## config.mk

```make
export PLATFORM = sky130hd
export DESIGN_NAME = chaotic_sbox_generator_param
export DESIGN_NICKNAME = d
export VERILOG_FILES = /design/src/rtl/chaotic_sbox_generator_param_pkg.sv /design/src/rtl/chaotic_sbox_generator_param_sbox_dual_table.sv /design/src/rtl/chaotic_sbox_generator_param.sv
export SDC_FILE = /design/constraint.sdc
export NUM_CORES = 2
export LEC_CHECK = 0
export BUFFER_PORTS_ARGS = -buffer_cell sky130_fd_sc_hd__buf_4
export CORE_ASPECT_RATIO = 0.75
export CORE_MARGIN = 4
export CORE_UTILIZATION = 45
export CTS_BUF_LIST = sky130_fd_sc_hd__clkbuf_2 sky130_fd_sc_hd__clkbuf_4 sky130_fd_sc_hd__clkbuf_8
export DETAILED_ROUTE_END_ITERATION = 10
export SLEW_MARGIN = 20
export SYNTH_ARGS = -nofsm -noshare
export SYNTH_HDL_FRONTEND = slang
export SYNTH_SLANG_ARGS = --single-unit
```

## constraint.sdc

```tcl
create_clock -name clk -period 23 [get_ports clk]
set_input_delay 4.6 -clock clk [delete_from_list [all_inputs] [get_ports clk]]
set_output_delay 4.6 -clock clk [all_outputs]
set_load 0.01 [all_outputs]
```

## src/rtl/chaotic_sbox_generator_param_pkg.sv

```systemverilog
// ---------------------------------------------------------------------------
// chaotic_sbox_generator_param_pkg : FSM encoding, S-box depth and XOR-fold.
// Revision 1.0
// ---------------------------------------------------------------------------
`default_nettype none

package chaotic_sbox_generator_param_pkg;

  typedef enum logic [1:0] {
    IDLE     = 2'd0,
    FILL     = 2'd1,
    FALLBACK = 2'd2,
    DONE     = 2'd3
  } state_t;

  localparam int MAX_BITS = 16;
  localparam int MAX_WORD = 256;

  function automatic int sbox_depth(input int bits);
    return 1 << bits;
  endfunction

  // Bit i of the word lands in result bit (i mod bits), which is the XOR of
  // all bits-wide slices with the top slice zero-padded.
  function automatic logic [MAX_BITS-1:0] xor_fold(input logic [MAX_WORD-1:0] word,
                                                   input int width,
                                                   input int bits);
    logic [MAX_BITS-1:0] r;
    r = '0;
    for (int i = 0; i < MAX_WORD; i++) begin
      if (i < width) r[4'(i % bits)] = r[4'(i % bits)] ^ word[8'(i)];
    end
    return r;
  endfunction

endpackage

`default_nettype wire

```

## src/rtl/chaotic_sbox_generator_param_sbox_dual_table.sv

```systemverilog
// ---------------------------------------------------------------------------
// sbox_dual_table : forward/inverse S-box storage, used bitmap, registered read.
// Revision 1.0
// ---------------------------------------------------------------------------
`default_nettype none

module sbox_dual_table
  import chaotic_sbox_generator_param_pkg::*;
#(
  parameter int BITS = 8
) (
  input  logic                           clk,
  input  logic                           reset,
  input  logic                           clear,
  input  logic                           wr_en,
  input  logic [BITS-1:0]                wr_idx,
  input  logic [BITS-1:0]                wr_val,
  input  logic                           rd_en,
  input  logic                           rd_inv,
  input  logic [BITS-1:0]                rd_addr,
  output logic [BITS-1:0]                rd_data,
  output logic                           rd_valid,
  output logic [sbox_depth(BITS)-1:0]    used
);

  localparam int DEPTH = sbox_depth(BITS);

  logic [BITS-1:0] fwd_mem [DEPTH];
  logic [BITS-1:0] inv_mem [DEPTH];

  // Table contents need no reset: the used bitmap alone defines validity.
  always_ff @(posedge clk) begin
    if (wr_en) begin
      fwd_mem[wr_idx] <= wr_val;
      inv_mem[wr_val] <= wr_idx;
    end
  end

  always_ff @(posedge clk) begin
    if (reset || clear) begin
      used <= '0;
    end else if (wr_en) begin
      used[wr_val] <= 1'b1;
    end
  end

  always_ff @(posedge clk) begin
    if (reset) begin
      rd_data  <= '0;
      rd_valid <= 1'b0;
    end else if (rd_en) begin
      rd_data  <= rd_inv ? inv_mem[rd_addr] : fwd_mem[rd_addr];
      rd_valid <= 1'b1;
    end else begin
      rd_data  <= '0;
      rd_valid <= 1'b0;
    end
  end

endmodule

`default_nettype wire

```

## src/rtl/chaotic_sbox_generator_param.sv

```systemverilog
// ---------------------------------------------------------------------------
// chaotic_sbox_generator_param : builds a bijective S-box from chaotic words.
// Revision 1.0
// ---------------------------------------------------------------------------
`default_nettype none

module chaotic_sbox_generator_param
  import chaotic_sbox_generator_param_pkg::*;
#(
  parameter int SBOX_BITS  = 8,
  parameter int NUM_CH     = 3,
  parameter int CH_WIDTH   = 32,
  parameter int MAX_REJECT = 16,
  parameter int CNT_WIDTH  = 16
) (
  input  logic                         clk,
  input  logic                         reset,
  input  logic                         enable_bar,
  input  logic                         start,
  input  logic [NUM_CH*CH_WIDTH-1:0]   chaos_in,
  input  logic                         chaos_valid,
  input  logic                         rd_en,
  input  logic                         rd_inv,
  input  logic [SBOX_BITS-1:0]         rd_addr,
  output logic [SBOX_BITS-1:0]         rd_data,
  output logic                         rd_valid,
  output logic                         ready,
  output logic                         busy,
  output logic [CNT_WIDTH-1:0]         fallback_count
);

  localparam int DEPTH = sbox_depth(SBOX_BITS);
  localparam int PTR_W = (NUM_CH > 1) ? $clog2(NUM_CH) : 1;
  localparam int REJ_W = $clog2(MAX_REJECT + 1);
  localparam logic [SBOX_BITS-1:0] LAST_IDX = '1;

  state_t               state, state_nx;
  logic [SBOX_BITS-1:0] idx, idx_nx;
  logic [SBOX_BITS-1:0] scan_ptr, scan_nx;
  logic [PTR_W-1:0]     ch_ptr, ch_nx;
  logic [REJ_W-1:0]     reject_run, rej_nx;
  logic [CNT_WIDTH-1:0] cnt_nx;

  logic [CH_WIDTH-1:0]  ch_word;
  logic [SBOX_BITS-1:0] cand;
  logic [DEPTH-1:0]     used;
  logic                 wr_en;
  logic [SBOX_BITS-1:0] wr_val;
  logic                 clear;

  always_comb begin
    ch_word = '0;
    for (int k = 0; k < NUM_CH; k++) begin
      if (ch_ptr == PTR_W'(k)) ch_word = chaos_in[k*CH_WIDTH +: CH_WIDTH];
    end
    cand = SBOX_BITS'(xor_fold(MAX_WORD'(ch_word), CH_WIDTH, SBOX_BITS));
  end

  always_ff @(posedge clk) begin
    if (reset) begin
      state          <= IDLE;
      idx            <= '0;
      scan_ptr       <= '0;
      ch_ptr         <= '0;
      reject_run     <= '0;
      fallback_count <= '0;
    end else begin
      state          <= state_nx;
      idx            <= idx_nx;
      scan_ptr       <= scan_nx;
      ch_ptr         <= ch_nx;
      reject_run     <= rej_nx;
      fallback_count <= cnt_nx;
    end
  end

  always_comb begin
    state_nx = state;
    idx_nx   = idx;
    scan_nx  = scan_ptr;
    ch_nx    = ch_ptr;
    rej_nx   = reject_run;
    cnt_nx   = fallback_count;
    wr_en    = 1'b0;
    wr_val   = cand;
    clear    = 1'b0;
    case (state)
      IDLE: begin
        if (!enable_bar) state_nx = FILL;
      end
      FILL: begin
        if (!enable_bar && chaos_valid) begin
          ch_nx = (ch_ptr == PTR_W'(NUM_CH - 1)) ? '0 : ch_ptr + PTR_W'(1);
          if (!used[cand]) begin
            wr_en  = 1'b1;
            wr_val = cand;
            idx_nx = idx + SBOX_BITS'(1);
            rej_nx = '0;
            if (idx == LAST_IDX) state_nx = DONE;
          end else if (reject_run == REJ_W'(MAX_REJECT - 1)) begin
            rej_nx   = REJ_W'(MAX_REJECT);
            scan_nx  = '0;
            state_nx = FALLBACK;
          end else begin
            rej_nx = reject_run + REJ_W'(1);
          end
        end
      end
      FALLBACK: begin
        // Lowest unused value wins; a free slot always exists before DONE.
        if (!enable_bar) begin
          if (!used[scan_ptr]) begin
            wr_en    = 1'b1;
            wr_val   = scan_ptr;
            idx_nx   = idx + SBOX_BITS'(1);
            rej_nx   = '0;
            if (fallback_count != '1) cnt_nx = fallback_count + CNT_WIDTH'(1);
            state_nx = (idx == LAST_IDX) ? DONE : FILL;
          end else begin
            scan_nx = scan_ptr + SBOX_BITS'(1);
          end
        end
      end
      DONE: begin
        if (start) begin
          clear    = 1'b1;
          idx_nx   = '0;
          ch_nx    = '0;
          rej_nx   = '0;
          cnt_nx   = '0;
          state_nx = FILL;
        end
      end
      default: state_nx = IDLE;
    endcase
  end

  assign ready = (state == DONE);
  assign busy  = (state == FILL) || (state == FALLBACK);

  sbox_dual_table #(
    .BITS (SBOX_BITS)
  ) u_table (
    .clk      (clk),
    .reset    (reset),
    .clear    (clear),
    .wr_en    (wr_en),
    .wr_idx   (idx),
    .wr_val   (wr_val),
    .rd_en    (rd_en && (state == DONE)),
    .rd_inv   (rd_inv),
    .rd_addr  (rd_addr),
    .rd_data  (rd_data),
    .rd_valid (rd_valid),
    .used     (used)
  );

endmodule

`default_nettype wire

```

Word-level counts from Yosys, hierarchy flattened
Memory sizes are Yosys's and may differ from the RTL's.
Cells that the tools add are included.
{"block": "word_totals", "reg_bits": 306, "ramBits": 4096, "out_inout_bits": 27, "memories": 2}
{"memory": "u_table.fwd_mem", "depth": 256, "word_bits": 8, "read_ports": 1, "rd_ports_with_merged_regs": 0, "wr": 1, "line_no": "chaotic_sbox_generator_param_sbox_dual_table.sv:28", "source": "logic [BITS-1:0] fwd_mem [DEPTH];"}
{"memory": "u_table.inv_mem", "depth": 256, "word_bits": 8, "read_ports": 1, "rd_ports_with_merged_regs": 0, "wr": 1, "line_no": "chaotic_sbox_generator_param_sbox_dual_table.sv:29", "source": "logic [BITS-1:0] inv_mem [DEPTH];"}
{"block": "classes", "n_addsub": 5, "magnitude_cmp": 4, "n_eq_ne": 20, "n_mux": 61, "bitwise_logic": 26, "n_reduce_logical": 19}
{"op": "$or A256 B256 Y256", "n": 1}
{"op": "$mux W8", "n": 14}
{"op": "$mux W32", "n": 3}
{"op": "$mux W16", "n": 4}
{"op": "$pmux W16 S2", "n": 1}
{"op": "$mux W5", "n": 6}
{"op": "$lt A8 B9 Y1 const B", "n": 3}
{"op": "$mux W2", "n": 12}
{"op": "$pmux W8 S3", "n": 1}
{"op": "$xor A1 B1 Y1", "n": 24}
{"op": "$ne A2 B2 Y1 const B", "n": 10}
{"op": "$add A16 B1 Y16 const B", "n": 1}
{"op": "$add A8 B1 Y8 const B", "n": 2}
{"op": "$bmux W1 S8", "n": 2}
{"op": "$ne A16 B16 Y1 const B", "n": 1}
{"op": "$pmux W8 S2", "n": 1}
{"op": "$pmux W5 S3", "n": 1}
{"op": "$mux W1", "n": 12}
{"op": "$reduce_and A6 Y1", "n": 2}
{"op": "$reduce_and A5 Y1", "n": 2}
{"op": "$demux W1 S8", "n": 1}
{"op": "$eq A8 B8 Y1 const B", "n": 1}
{"op": "$ge A8 B1 Y1 const B", "n": 1}
{"op": "$pmux W2 S4", "n": 1}
{"op": "18 further kinds", "n": 28}

Longest topological paths before layout
{"block": "depth", "ltp_word": 15, "mapped_depth": 18, "depth_no_buf": 13}

Cells and area by module
A second synthesis with hierarchy kept.
{"block": "hier_totals", "hier_cells": 9294, "hier_area_um2": 175857.4}
{"module": "sbox_dual_table", "n_inst": 1, "cells_each": 8326, "area_per_inst_um2": 168053.7, "seq_area_each_um2": 128303.1}
{"module": "chaotic_sbox_generator_param", "n_inst": 1, "cells_each": 968, "area_per_inst_um2": 7803.7, "seq_area_each_um2": 820.8}

Worst setup path before layout
No wires, ideal clock.
{"block": "synth_path", "path_type": "input-to-reg", "startpoint": "in chaos_in[64]", "endpoint": "mem u_table.fwd_mem[0][0] (data pin)", "arrival_ns": 15.888, "required_time_ns": 20.811, "slack_ns": 4.923, "path_stages": 9, "path_buffers": 4, "cell_sequence": "xnor2_1 xnor2_1 o21ai_0 buf_4 nand2_2 clkbuf_1 clkbuf_1 buf_1 o21ai_0"}
{"block": "synth_via", "elab_chain_len": 7}
{"element": "start, declared", "line_no": "chaotic_sbox_generator_param.sv:20", "source": "input logic [NUM_CH*CH_WIDTH-1:0] chaos_in,"}
{"element": "$mux W32 (*)", "line_no": "chaotic_sbox_generator_param.sv:54", "source": "if (ch_ptr == PTR_W'(k)) ch_word = chaos_in[k*CH_WIDTH +: CH_WIDTH];"}
{"element": "$xor A1 B1 Y1 (*) (3 in series)", "line_no": "chaotic_sbox_generator_param_pkg.sv:31", "source": "if (i < width) r[4'(i % bits)] = r[4'(i % bits)] ^ word[8'(i)];"}
{"element": "$mux W8", "line_no": "chaotic_sbox_generator_param.sv:112", "source": "if (!used[scan_ptr]) begin"}
{"element": "$mux W8", "line_no": "chaotic_sbox_generator_param.sv:111", "source": "if (!enable_bar) begin"}
{"element": "$mux W8 (*)"}
{"element": "via u_table.wr_val[0]", "line_no": "chaotic_sbox_generator_param_sbox_dual_table.sv:17", "source": "input logic [BITS-1:0] wr_val,"}
{"element": "end, declared", "line_no": "chaotic_sbox_generator_param_sbox_dual_table.sv:28"}
Mark *: on every way through the listed nets, which the timed path passes. The rest lies on a longest branch.

Worst setup path after layout
{"block": "layout_path", "startpoint": "in chaos_in[64]", "endpoint": "mem u_table.fwd_mem[83][2] (enable)"}
{"block": "layout_via", "elab_chain_len": 11}
{"element": "$mux W32", "line_no": "chaotic_sbox_generator_param.sv:54"}
{"element": "$xor A1 B1 Y1 (3 in series)", "line_no": "chaotic_sbox_generator_param_pkg.sv:31"}
{"element": "$bmux W1 S8", "line_no": "chaotic_sbox_generator_param.sv:94", "source": "if (!used[cand]) begin"}
{"element": "$mux W1 (not written as such)", "line_no": "chaotic_sbox_generator_param.sv:94"}
{"element": "$mux W1", "line_no": "chaotic_sbox_generator_param.sv:94"}
{"element": "$mux W1", "line_no": "chaotic_sbox_generator_param.sv:92", "source": "if (!enable_bar && chaos_valid) begin"}
{"element": "$pmux W1 S2", "line_no": "chaotic_sbox_generator_param.sv:87", "source": "case (state)"}
{"element": "$mux W1", "line_no": "chaotic_sbox_generator_param_sbox_dual_table.sv:33", "source": "if (wr_en) begin"}
{"element": "$mux W1 (not written as such)", "line_no": "chaotic_sbox_generator_param_sbox_dual_table.sv:34", "source": "fwd_mem[wr_idx] <= wr_val;"}
No other way between the ends. The select of a mux whose other input is x is not followed.

==> metrics.md <==
| Metric | Value |
|---|---|
| Max Slew Vio Count | 0 |
| Yosys warns | 0 |
| Vias per cell | 6.20 |
| Vias in the first global route | 88384 |
| Leading post-synthesis cells by cell area | edfxtp_1 70%, mux4_2 19%, dfxtp_1 3.5% |
| Top-area cell type share of the netlist area | between 70% and 80% |
| Max cap viols | 0 |
| Largest net degree at the start of global routing | 213 |
| Pwr Density | 88.5 nW/µm² |
| RSZ-0062 raised after global routing | false |
| Vias | about 90000 |
| Postcts setup bufs | 0 |
| Skew final | 0.0656 ns |
| Reg2Reg Depth | 14 |
| Share of cells above drive strength 1 | between 30% and 40% |
| Hold Path Depth | 2 |
| Drt wl/cell | between 30 and 40 µm |
| Cts repair resizes | 0 |
| Worst-Margin Slew | between 1 and 1.5 ns |
| Die Ht | approximately 550 µm |
| Final Hold Viols | 0 |
| H-tree Lvls | 6 |
| Synth Area per Inst | 21.1 µm² |
| Worst skew pair latency | roughly 1.3 ns |
| CP endpoint kind | register |
| I/O Buffers | between 100 and 150 |
| Pre-CTS WS | between 10 and 15 ns |
| Syn_nets | about 8400 |
| Gpl congestion | around 0.87 |
| Leak | a little over 60 nW |
| TritonCTS clock tree | done |
| CTS sink count | around 4400 |
| CTS root buffer | clkbuf_8 |
| Worst rel slew slack | between 10% and 20% |
| Most used cell, CP | buf_4 |
| Area of the die | approximately 400000 µm² |
| Cell variety after synth | 87 |
| Fin worst setup slack | ~12 ns |
| Net count, final | 8894 |
| Number of synthesized flops with an enable pin | 4096 |
| Yosys reg bits | about 4400 |
| Setup TNS | 0 ns |
| Seq/Total Area, Yosys | roughly 74% |
| Primary FF master, synth | edfxtp_1 |
| Core area | just under 400000 µm² |
| CP Depth | 20 |
| Cts hold-fix bufs | 0 |
| Total grt overflow | 0 |
| CP arrival | between 10 and 15 ns |
| Pre-antenna DRT Iters | 6 |
| Slowest cell on the critical path | nor3_1 |
| Initial antenna violation count | 27 |
| # IOs | ~140 |
| Cts bufs inserted | 660 |
| Post-synth design cell area | roughly 170000 µm² |
| Setup Viol. Count Final | 0 |
| DRC errors left | 0 |
| Status | complete, no violations |
| WP buf/inv | 7 |
| Maximum root-to-sink buffer count | 4 |
| Die W | a little over 700 µm |
| Largest area contributor in the netlist | edfxtp_1 |
| Setup CP Type | in2reg |
| Async set or reset register ratio after synthesis | 0% |
| Achievable Freq | about 95 MHz |
| Syn Inst Count | a little over 8000 |
| Crit path required time | roughly 24 ns |
| Crit-path max FO | 63 |
| Post-DP HPWL | ~290 mm |
| FP Rows | approximately 200 |
| # fillers | ~30000 |
| Worst vdd ir | between 0.00009 and 0.0001 V |
| All-layer global routing usage | about a quarter |
| Final Critical Period | 10.58 ns |
| Ratio of final minimum period to clock period | a little under half |
| CP Launch Type | input pin |
| Min-Delay Path Class | reg2reg |
| Clock-pin slew on the worst setup and hold paths | around 0.060 ns |
| Syn-to-layout area delta | 12.3% |
| Routed Antenna Nets | 0 |
| Fin cells | ~14000 |
| Initial Util | a little under half |
| DRT Wirelength | about 480 mm |
| Max stage delay on crit path | 0.86 ns |
| DRT iter0 DRCs | ~13000 |
| Critical path's top delay family | buffers and inverters |
| Critical Path, Cell by Cell | buf_4 -> xnor2_1 -> xnor2_1 -> o21a_1 -> nor2_4 -> buf_4 -> buf_4 -> mux2i_1 -> a2111oi_0 -> buf_4 -> a311o_1 -> nor4b_1 -> a311oi_1 -> o22ai_1 -> buf_4 -> a21oi_4 -> buf_4 -> nand4bb_2 -> buf_4 -> nor3_1 |
| First-pass GRT wire length | about 680 mm |
| Inst Count DP | 13276 |
[worst min-delay path: cells and delay by family (launching register included)]
family	cells	cell delay [ns]
AOI/OAI and AO/OA	1	0.05
DFF	1	0.31
and+or+nand+nor	1	0.05
[cells in the mapped netlist (all sizes together), types with 72 or more instances]
cell    count
mux4     1445
nand2     305
clkbuf    343
o21a      131
nand3      77
mux2i      72
nor2      358
buf       202
nor3      209
dfxtp     306
nor2b      99
edfxtp   4096
o21ai     176
[placed cells by master, fill, tap and decap left out, types with 16 or more instances in the layout]
cell / n
a31oi_2: 36
clkinvlp_4: 17
nor2b_1: 98
nor3_2: 70
nor2_2: 28
buf_4: 356
a21oi_1: 37
dfxtp_1: 295
nor3_1: 139
o21ai_0: 168
mux4_2: 1445
nor2_1: 325
xnor2_1: 58
bufinv_16: 18
xor2_1: 21
nand2_1: 302
edfxtp_1: 4096
clkinv_1: 139
a311oi_1: 17
clkinv_2: 64
mux2i_1: 72
buf_12: 18
and3_1: 35
a31oi_1: 30
o21a_1: 130
clkbuf_4: 205
clkbuf_8: 692
mux2_2: 16
nand3_1: 74
inv_1: 16
[metal layers]
| metal | vias up | global-route usage (%) | part of all wire, % |
|---|---|---|---|
| met5 | - | 0 | 0.0084 |
| met4 | 6 | 5.85 | 2.4 |
| met3 | 691 | 5.87 | 11 |
| met2 | 5340 | 32.7 | 43 |
| met1 | 48067 | 37.6 | 43 |
| li1 | 35666 | - | - |
[layout make-up]
cell class | instances | area, µm² | share of cell area [%]
clock inverters | 280 | 2030 | 1.03
well taps | 5174 | 6470 | 3.30
repair buffers | 388 | 3270 | 1.67
clock buffers | 897 | 11100 | 5.64
flip-flops and latches | 4402 | 129000 | 65.9
inverters | 16 | 60.1 | 0.0306
diodes | 11 | 27.5 | 0.0140
multi-input cells | 3302 | 44000 | 22.4
[registers in the layout (all words and copies together), names as in the netlist]
| register | flops |
|---|---|
| u_table.fwd_mem | 2048 |
| u_table.inv_mem | 2048 |
| u_table.used | 256 |
| fallback_count | 16 |
| idx | 8 |
| scan_ptr | 8 |
| u_table.rd_data | 8 |
| reject_run | 5 |
| ch_ptr | 2 |
| state | 2 |
| u_table.rd_valid | 1 |
[power by group]
| part | switching, mW | internal [mW] |
|---|---|---|
| Clock | 3.11 | 3.35 |
| Combinational | 1.29 | 0.434 |
| Sequential | 0.0245 | 9.16 |
| Total | 4.42 | 12.9 |
[cells by family after synthesis]
group / after synthesis / share of synthesized area [%]
DFF: 4402 / 73.9
muxes: 1535 / 19.2
and+or+nand+nor: 1175 / 3.17
buffers and inverters: 561 / 1.36
AOI/OAI and AO/OA: 500 / 1.90
xor gates and xnor gates: 79 / 0.396
adders and majority gates: 13 / 0.0931
[per-stage QoR]
| step | util [%] | hold WS [ns] | instance area [µm²] | total power, mW |
|---|---|---|---|---|
| 4_1_cts | 50.8 | 0.463 | 196000 | 17.5 |
| 2_1_floorplan | - | 0.432 | 175000 | 10.4 |
| 5_1_grt | 50.9 | 0.493 | 196000 | 17.9 |
| 3_3_place_gp | 47.3 | 0.446 | 182000 | 11.0 |
| 3_5_place_dp | 47.4 | 0.455 | 182000 | 11.1 |
| 6_report | 50.9 | 0.465 | 196000 | 17.4 |
[path summary, 6_finish.rpt]
kind	startpoint	to	slack [ns]
hold reg to reg	reject_run[4]	reject_run[4]	0.47
setup / recovery	chaos_in[64]	u_table.fwd_mem[83][2]	12.42
setup reg to reg	scan_ptr[0]	u_table.fwd_mem[231][3]	14.89
hold / removal	reject_run[4]	reject_run[4]	0.47
Note: power is estimated with default switching activity, not from simulation.
